[config.mk]
export PLATFORM = sky130hd
export DESIGN_NAME = probe_rle_encoder
export DESIGN_NICKNAME = d
export VERILOG_FILES = /design/src/rtl/probe_rle_pkg.sv /design/src/rtl/probe_rle_encoder_byte_queue.sv /design/src/rtl/probe_rle_encoder.sv
export SDC_FILE = /design/constraint.sdc
export NUM_CORES = 1
export LEC_CHECK = 0
export BUFFER_PORTS_ARGS = -buffer_cell sky130_fd_sc_hd__buf_2
export CAP_MARGIN = 20
export CORE_MARGIN = 3
export CORE_UTILIZATION = 60
export DETAILED_ROUTE_END_ITERATION = 8
export MAX_ROUTING_LAYER = met4
export PLACE_DENSITY = 0.91
export SKIP_CTS_REPAIR_TIMING = 1
export SKIP_LAST_GASP = 1
export SLEW_MARGIN = 5
export SYNTH_ARGS = -nofsm -noshare
export SYNTH_HDL_FRONTEND = slang
export SYNTH_SLANG_ARGS = --single-unit
[constraint.sdc]
create_clock -name clk -period 5.3 [get_ports clk]
set_clock_uncertainty 0.05 [all_clocks]
set_input_delay 1.06 -clock clk [delete_from_list [all_inputs] [get_ports clk]]
set_output_delay 1.06 -clock clk [all_outputs]
set_load 0.01 [all_outputs]
[src/rtl/probe_rle_pkg.sv]
// probe_rle_pkg
// Shared constants, byte-format helpers and the encoder action type for the
// saxoscope probe run-length encoder.
//   RUN_FLAG   : bit pattern marking a run byte (bit 7 set)
//   MAX_RUN    : longest run a single run byte can describe
//   RUN_LIMIT  : count register value at which a full run byte is flushed
//   act_e      : what the encoder wants to do in the current cycle
//   mk_sample  : build a sample byte from a (zero-extended) probe value
//   mk_run     : build a run byte from a run length
package probe_rle_pkg;

  localparam logic [7:0] RUN_FLAG  = 8'h80;
  localparam logic [6:0] MAX_RUN   = 7'd127;
  // The count register holds "further clocks minus one" at the moment of the
  // flush, so 126 in the register becomes a run byte of 127.
  localparam logic [6:0] RUN_LIMIT = 7'd126;

  typedef enum logic [2:0] {
    ACT_IDLE       = 3'd0,  // capture disabled, run state held cleared
    ACT_SAMPLE     = 3'd1,  // push a single sample byte
    ACT_RUN_SAMPLE = 3'd2,  // push run byte then sample byte, same cycle
    ACT_RUN_MAX    = 3'd3,  // push a full-length run byte (8'hFF)
    ACT_COUNT      = 3'd4   // extend the current run, no push
  } act_e;

  function automatic logic [7:0] mk_sample(input logic [6:0] value);
    return {1'b0, value};
  endfunction

  function automatic logic [7:0] mk_run(input logic [6:0] n);
    return RUN_FLAG | {1'b0, n};
  endfunction

endpackage

[src/rtl/probe_rle_encoder_byte_queue.sv]
// byte_queue
// Small circular byte buffer between the encoder and the FIFO4 write port.
// Accepts 0, 1 or 2 ordered pushes and at most one pop per clock.
// Ports:
//   clk, reset        : clock and synchronous active-high reset
//   push_count [1:0]  : number of bytes to push this cycle (0..2)
//   push_data0 [7:0]  : first byte pushed (lands nearest the head)
//   push_data1 [7:0]  : second byte pushed, only used when push_count == 2
//   pop               : consume the head byte (ignored when empty)
//   head [7:0]        : current head byte, 8'h00 when empty
//   empty             : queue holds no bytes
//   free_slots        : number of unused entries before this cycle's pop
module byte_queue #(
  parameter int QUEUE_LOG2 = 2
) (
  input  logic                  clk,
  input  logic                  reset,
  input  logic [1:0]            push_count,
  input  logic [7:0]            push_data0,
  input  logic [7:0]            push_data1,
  input  logic                  pop,
  output logic [7:0]            head,
  output logic                  empty,
  output logic [QUEUE_LOG2:0]   free_slots
);

  localparam int DEPTH = 1 << QUEUE_LOG2;

  logic [7:0]              mem_r [DEPTH];
  // One extra pointer bit separates "full" from "empty" when the indices match.
  logic [QUEUE_LOG2:0]     wr_ptr_r;
  logic [QUEUE_LOG2:0]     rd_ptr_r;
  logic [QUEUE_LOG2:0]     used_s;
  logic [QUEUE_LOG2:0]     wr_step_s;
  logic [QUEUE_LOG2-1:0]   wr_idx0_s;
  logic [QUEUE_LOG2-1:0]   wr_idx1_s;
  logic [QUEUE_LOG2-1:0]   rd_idx_s;
  logic                    pop_s;

  assign used_s     = wr_ptr_r - rd_ptr_r;
  assign empty      = (used_s == (QUEUE_LOG2+1)'(0));
  assign free_slots = (QUEUE_LOG2+1)'(DEPTH) - used_s;
  assign wr_idx0_s  = wr_ptr_r[QUEUE_LOG2-1:0];
  assign wr_idx1_s  = wr_idx0_s + QUEUE_LOG2'(1);
  assign rd_idx_s   = rd_ptr_r[QUEUE_LOG2-1:0];
  assign pop_s      = pop & ~empty;

  // Translate the push request into a pointer advance; illegal counts push nothing.
  always_comb begin
    wr_step_s = (QUEUE_LOG2+1)'(0);
    case (push_count)
      2'd1:    wr_step_s = (QUEUE_LOG2+1)'(1);
      2'd2:    wr_step_s = (QUEUE_LOG2+1)'(2);
      default: wr_step_s = (QUEUE_LOG2+1)'(0);
    endcase
  end

  // Head byte presented to the FIFO; forced to zero while the queue is empty.
  always_comb begin
    head = 8'h00;
    if (empty) begin
      head = 8'h00;
    end else begin
      head = mem_r[rd_idx_s];
    end
  end

  // Storage and pointer registers.
  always_ff @(posedge clk) begin
    if (reset) begin
      for (int i = 0; i < DEPTH; i++) begin
        mem_r[i] <= 8'h00;
      end
      wr_ptr_r <= (QUEUE_LOG2+1)'(0);
      rd_ptr_r <= (QUEUE_LOG2+1)'(0);
    end else begin
      case (push_count)
        2'd1: begin
          mem_r[wr_idx0_s] <= push_data0;
        end
        2'd2: begin
          mem_r[wr_idx0_s] <= push_data0;
          mem_r[wr_idx1_s] <= push_data1;
        end
        default: begin
        end
      endcase
      wr_ptr_r <= wr_ptr_r + wr_step_s;
      if (pop_s) begin
        rd_ptr_r <= rd_ptr_r + (QUEUE_LOG2+1)'(1);
      end else begin
        rd_ptr_r <= rd_ptr_r;
      end
    end
  end

endmodule

[src/rtl/probe_rle_encoder.sv]
// probe_rle_encoder
// Run-length compressor for the saxoscope probe stream. Emits a sample byte
// on every probe change and a run byte describing how long the previous
// value held, through a small queue that absorbs double-byte bursts and
// FIFO-full stalls. Dropped groups set a sticky overflow flag.
// Ports:
//   clk          : FIFO_clk, the only clock
//   reset        : synchronous active-high reset
//   enable       : capture enable; low holds run state cleared
//   probe        : synchronized probe sample, PROBE_WIDTH bits
//   fifo_ready   : FIFO4 can accept a byte this clock
//   out_data     : byte presented to FIFO4 (queue head, 8'h00 when empty)
//   out_write    : FIFO4 write strobe, fifo_ready & ~queue_empty
//   overflow     : sticky lost-byte flag, cleared only by reset
module probe_rle_encoder
  import probe_rle_pkg::*;
#(
  parameter int PROBE_WIDTH = 5,
  parameter int QUEUE_LOG2  = 2
) (
  input  logic                   clk,
  input  logic                   reset,
  input  logic                   enable,
  input  logic [PROBE_WIDTH-1:0] probe,
  input  logic                   fifo_ready,
  output logic [7:0]             out_data,
  output logic                   out_write,
  output logic                   overflow
);

  logic [PROBE_WIDTH-1:0] last_r;
  logic [PROBE_WIDTH-1:0] last_nxt_s;
  logic [6:0]             count_r;
  logic [6:0]             count_nxt_s;
  logic                   force_r;
  logic                   force_nxt_s;
  logic                   overflow_r;
  logic                   overflow_nxt_s;

  act_e                   act_s;
  logic [1:0]             need_s;
  logic                   drop_s;
  logic [1:0]             push_count_s;
  logic [7:0]             push_data0_s;
  logic [7:0]             push_data1_s;
  logic [6:0]             probe_ext_s;

  logic [QUEUE_LOG2:0]    free_slots_s;
  logic [QUEUE_LOG2:0]    free_after_s;
  logic                   queue_empty_s;
  logic [7:0]             head_s;
  logic                   pop_s;

  byte_queue #(
    .QUEUE_LOG2 (QUEUE_LOG2)
  ) u_queue (
    .clk        (clk),
    .reset      (reset),
    .push_count (push_count_s),
    .push_data0 (push_data0_s),
    .push_data1 (push_data1_s),
    .pop        (pop_s),
    .head       (head_s),
    .empty      (queue_empty_s),
    .free_slots (free_slots_s)
  );

  assign probe_ext_s  = 7'(probe);
  assign pop_s        = fifo_ready & ~queue_empty_s;
  // A same-cycle pop frees its slot before the pushes are judged.
  assign free_after_s = free_slots_s + (QUEUE_LOG2+1)'(pop_s);

  assign out_write = pop_s;
  assign out_data  = head_s;
  assign overflow  = overflow_r;

  // Classify this cycle's encoder action and how many bytes it needs.
  always_comb begin
    act_s  = ACT_IDLE;
    need_s = 2'd0;
    if (!enable) begin
      act_s  = ACT_IDLE;
      need_s = 2'd0;
    end else if (force_r) begin
      act_s  = ACT_SAMPLE;
      need_s = 2'd1;
    end else if (probe != last_r) begin
      if (count_r != 7'd0) begin
        act_s  = ACT_RUN_SAMPLE;
        need_s = 2'd2;
      end else begin
        act_s  = ACT_SAMPLE;
        need_s = 2'd1;
      end
    end else if (count_r == RUN_LIMIT) begin
      act_s  = ACT_RUN_MAX;
      need_s = 2'd1;
    end else begin
      act_s  = ACT_COUNT;
      need_s = 2'd0;
    end
  end

  // A group is dropped whole when it does not fit after this cycle's pop.
  always_comb begin
    drop_s = 1'b0;
    if ((QUEUE_LOG2+1)'(need_s) > free_after_s) begin
      drop_s = 1'b1;
    end else begin
      drop_s = 1'b0;
    end
  end

  // Next encoder state and queue push group for the chosen action.
  always_comb begin
    last_nxt_s     = last_r;
    count_nxt_s    = count_r;
    force_nxt_s    = force_r;
    overflow_nxt_s = overflow_r;
    push_data0_s   = 8'h00;
    push_data1_s   = 8'h00;
    push_count_s   = 2'd0;
    case (act_s)
      ACT_SAMPLE: begin
        push_data0_s = mk_sample(probe_ext_s);
        last_nxt_s   = probe;
        count_nxt_s  = 7'd0;
        force_nxt_s  = 1'b0;
      end
      ACT_RUN_SAMPLE: begin
        push_data0_s = mk_run(count_r);
        push_data1_s = mk_sample(probe_ext_s);
        last_nxt_s   = probe;
        count_nxt_s  = 7'd0;
      end
      ACT_RUN_MAX: begin
        push_data0_s = mk_run(MAX_RUN);
        count_nxt_s  = 7'd0;
      end
      ACT_COUNT: begin
        count_nxt_s = count_r + 7'd1;
      end
      ACT_IDLE: begin
        // Any pending run is abandoned; the next enabled cycle re-samples.
        force_nxt_s = 1'b1;
        count_nxt_s = 7'd0;
      end
      default: begin
        force_nxt_s = 1'b1;
        count_nxt_s = 7'd0;
      end
    endcase
    if (drop_s) begin
      // Nothing of the group is queued; resynchronise with a fresh sample.
      push_count_s   = 2'd0;
      overflow_nxt_s = 1'b1;
      force_nxt_s    = 1'b1;
      count_nxt_s    = 7'd0;
      last_nxt_s     = last_r;
    end else begin
      push_count_s = need_s;
    end
  end

  // Encoder state and sticky overflow registers.
  always_ff @(posedge clk) begin
    if (reset) begin
      last_r     <= '0;
      count_r    <= 7'd0;
      force_r    <= 1'b1;
      overflow_r <= 1'b0;
    end else begin
      last_r     <= last_nxt_s;
      count_r    <= count_nxt_s;
      force_r    <= force_nxt_s;
      overflow_r <= overflow_nxt_s;
    end
  end

endmodule

==> results.toml <==
[global_route]
grt.total_usage_pct = 24.2
grt_max_degree = 21
grt_pass1_wl_mm = 10.8
grt_pass1_vias = 2181
overflow = 0
antenna_found_initial = 0

[yosys]
postSynthAreaPerCell_sq_um = 10.7
synth_seq_area_share_pct = 42.5
yosys_warnings = 0
async_flop_share_pct = 0
ys_types = 58
synth_edf_count = 20
synth_ff_type = "dfxtp_1"
synth_nets = 302
synthCells = 282
synthesis.area_sq_um = 3020
ys_seq_elements = 54

[finish]
drive_gt1_share_pct = 19.1
final_common_cell = "dfxtp_1"
areaGrowthSynthToFinish_pct = 7.13
diodes = 0
final_cell_mix = "dfxtp_1 (34), nor2_1 (27), inv_1 (22), edfxtp_1 (20), buf_2 (18)"
fin_nets = 317
finish.instance_area_sq_um = 3230

[worst_hold_path]
min-delay-start = "u_queue.mem_r[1][5]"
min_to = "u_queue.mem_r[1][5]"
hold_depth = 1
hold_path_class = "flip-flop to flip-flop"

[job]
max_cap_violations = 0

[power]
clkPwrFrac_pct = 16.9
power_switching_uw = 555
p_per_area_nw_per_um2 = 429
peakVddDrop_mv = 0.264
p_sw_share_pct = 40.0
p_leak_nw = 1.25
p_comb_share_pct = 42.0
p_int_uw = 833
p_seq_share_pct = 41.1

[placement]
place_area_sq_um = 3140
hpwl_mm = 4.82
place.gp.congestion = 0.906
port_buffers = 18

[run_status]
status = "finished clean"

[clock_tree]
clock-sinks = 54
clk_path_buf_depth = 2
h-tree-depth = 2
cts_buffers = 5
path_clk_slew_ns = 0.10
tritoncts = "done"
clockRootBuffer = "clkbuf_8"
worstSkewPairLatency_ns = 0.32

[floorplanning]
dieArea_sq_um = 5920
fp.coreArea_sq_um = 4790
start_util_pct = 63.1
pin_count = 19
die_y_um = 76.9
die_w_um = 76.9
rows = 25

[detailed_routing]
wl_mm = 6.43
drtIter0Drc = 198
wl_per_cell_um = 17.6
dr.pass1.iters = 4
ant_nets = 0
vias_per_cell = 6.09
num_vias = 2224
drc = 0

[worst_setup_path]
r2r_start = "u_queue.wr_ptr_r[0]"
critPathTopFamily = "simple AND/OR/NAND/NOR gates"
cp_max_fo = 12
max_stage_delay_ns = 0.50
critPathSlowestCell = "nor4_2"
worstSetupPathType = "primary input to flip-flop"
cp.buffers_inverters = 4
cpMostUsedCell = "inv_1"
setup.worst_path.start_class = "primary input"
endpoint_kind = "flip-flop"
crit_arrival_ns = 4.43
worstRegToRegCells = 18
r2r_setup_slack_ns = 1.04
rr_endpoint = "u_queue.mem_r[2][3]"
crit_path_cell_trace = "buf_2 > xnor2_1 > nand4_4 > o211ai_2 > nor3b_2 > inv_1 > ha_1 > nand2_1 > o21ai_0 > o21ai_2 > nor2_4 > inv_4 > nor4_2 > nor3_1 > inv_1"
crit_required_ns = 5.27

[timing]
setup-violations-final = 0
report.final.slew_viol_count = 0
finalHoldViolations = 0
rsz0062_at_grt = "false"
finalCritPeriodShare_pct = 84.0
worst_pin_slew_ns = 0.685
min_period_ns = 4.45
relSlewSlack_pct = 53.9
tns_ns = 0
fmax_mhz = 225
## through the flow
step / setup slack [ns] / power, mW / hold WS, ns / std cells / utilization, %
floorplan: 1.10 / 1.02 / 0.377 / 282 / -
global placement: 0.742 / 1.14 / 0.393 / 357 / 65.6
detailed placement: 0.584 / 1.16 / 0.398 / 357 / 65.6
CTS: 0.903 / 1.39 / 0.431 / 365 / 67.6
global route: 0.608 / 1.48 / 0.451 / 365 / 67.6
finish: 0.847 / 1.39 / 0.429 / 365 / 67.6
## cells by family after synthesis
group / share of synthesized area (%)
xor+xnor: 4.81
fa+ha+maj: 5.06
compound gates: 15.5
simple gates: 19.6
mux: 7.63
buf+inv: 4.89
flops: 42.5
## how the worst max path moves through the flow
stage	cells past startpoint	slack [ns]	from	endpoint
2_1_floorplan	15	1.10	probe[0]	u_queue.mem_r[2][0]
3_3_place_gp	15	0.74	probe[4]	u_queue.mem_r[2][3]
3_5_place_dp	15	0.58	probe[4]	u_queue.mem_r[2][3]
4_1_cts	15	0.90	probe[4]	u_queue.mem_r[2][3]
5_1_grt	15	0.61	probe[2]	u_queue.mem_r[2][3]
6_report	15	0.85	probe[4]	u_queue.mem_r[2][3]
## cell usage after synthesis (5+ instances only)
master | n | share of area (%)
dfxtp_1 | 34 | 23
nor2_1 | 27 | 3.4
inv_1 | 22 | 2.7
edfxtp_1 | 20 | 20
nand2_1 | 17 | 2.1
a22o_1 | 14 | 4.1
nor2b_1 | 12 | 2.5
clkbuf_1 | 9 | 1.1
ha_1 | 9 | 3.7
nand3_1 | 9 | 1.5
mux4_2 | 8 | 6.0
a21oi_1 | 7 | 1.2
xnor2_1 | 7 | 2.0
xor2_1 | 7 | 2.0
mux2i_1 | 5 | 1.7
nor3_1 | 5 | 0.83
## power by group through the flow
stage	clock network, mW	logic [mW]	registers, mW
after floorplan	0	0.479	0.536
after global placement	0	0.568	0.573
after detailed placement	0	0.579	0.579
after CTS	0.239	0.585	0.570
after global routing	0.253	0.645	0.580
final	0.235	0.583	0.570
## area by class of cell
cell class / count / area [sq um]
Multi-Input combinational cell: 194 / 1590
Timing Repair Buffer: 19 / 97.6
Fill cell: 372 / 1550
Tap cell: 67 / 83.8
Inverter: 23 / 88.8
Sequential cell: 54 / 1280
Clock buffer: 5 / 68.8
Clock inverter: 3 / 23.8
## metal layers
metal,global-route usage [%],routed length [um],up-vias
li1,-,-,1059
met1,29.3,2700,1061
met2,40.1,3140,89
met3,3.76,434,15
met4,10.3,157,0
met5,-,0,-
## sequential cells by signal, summed over array words and instances (netlist names), named ones only
| name | count |
|---|---|
| count_r | 7 |
| force_r | 1 |
| last_r | 5 |
| overflow | 1 |
| u_queue.mem_r | 32 |
| u_queue.rd_ptr_r | 3 |
| u_queue.wr_ptr_r | 3 |
No activity file was read; power rests on OpenSTA's default activity.
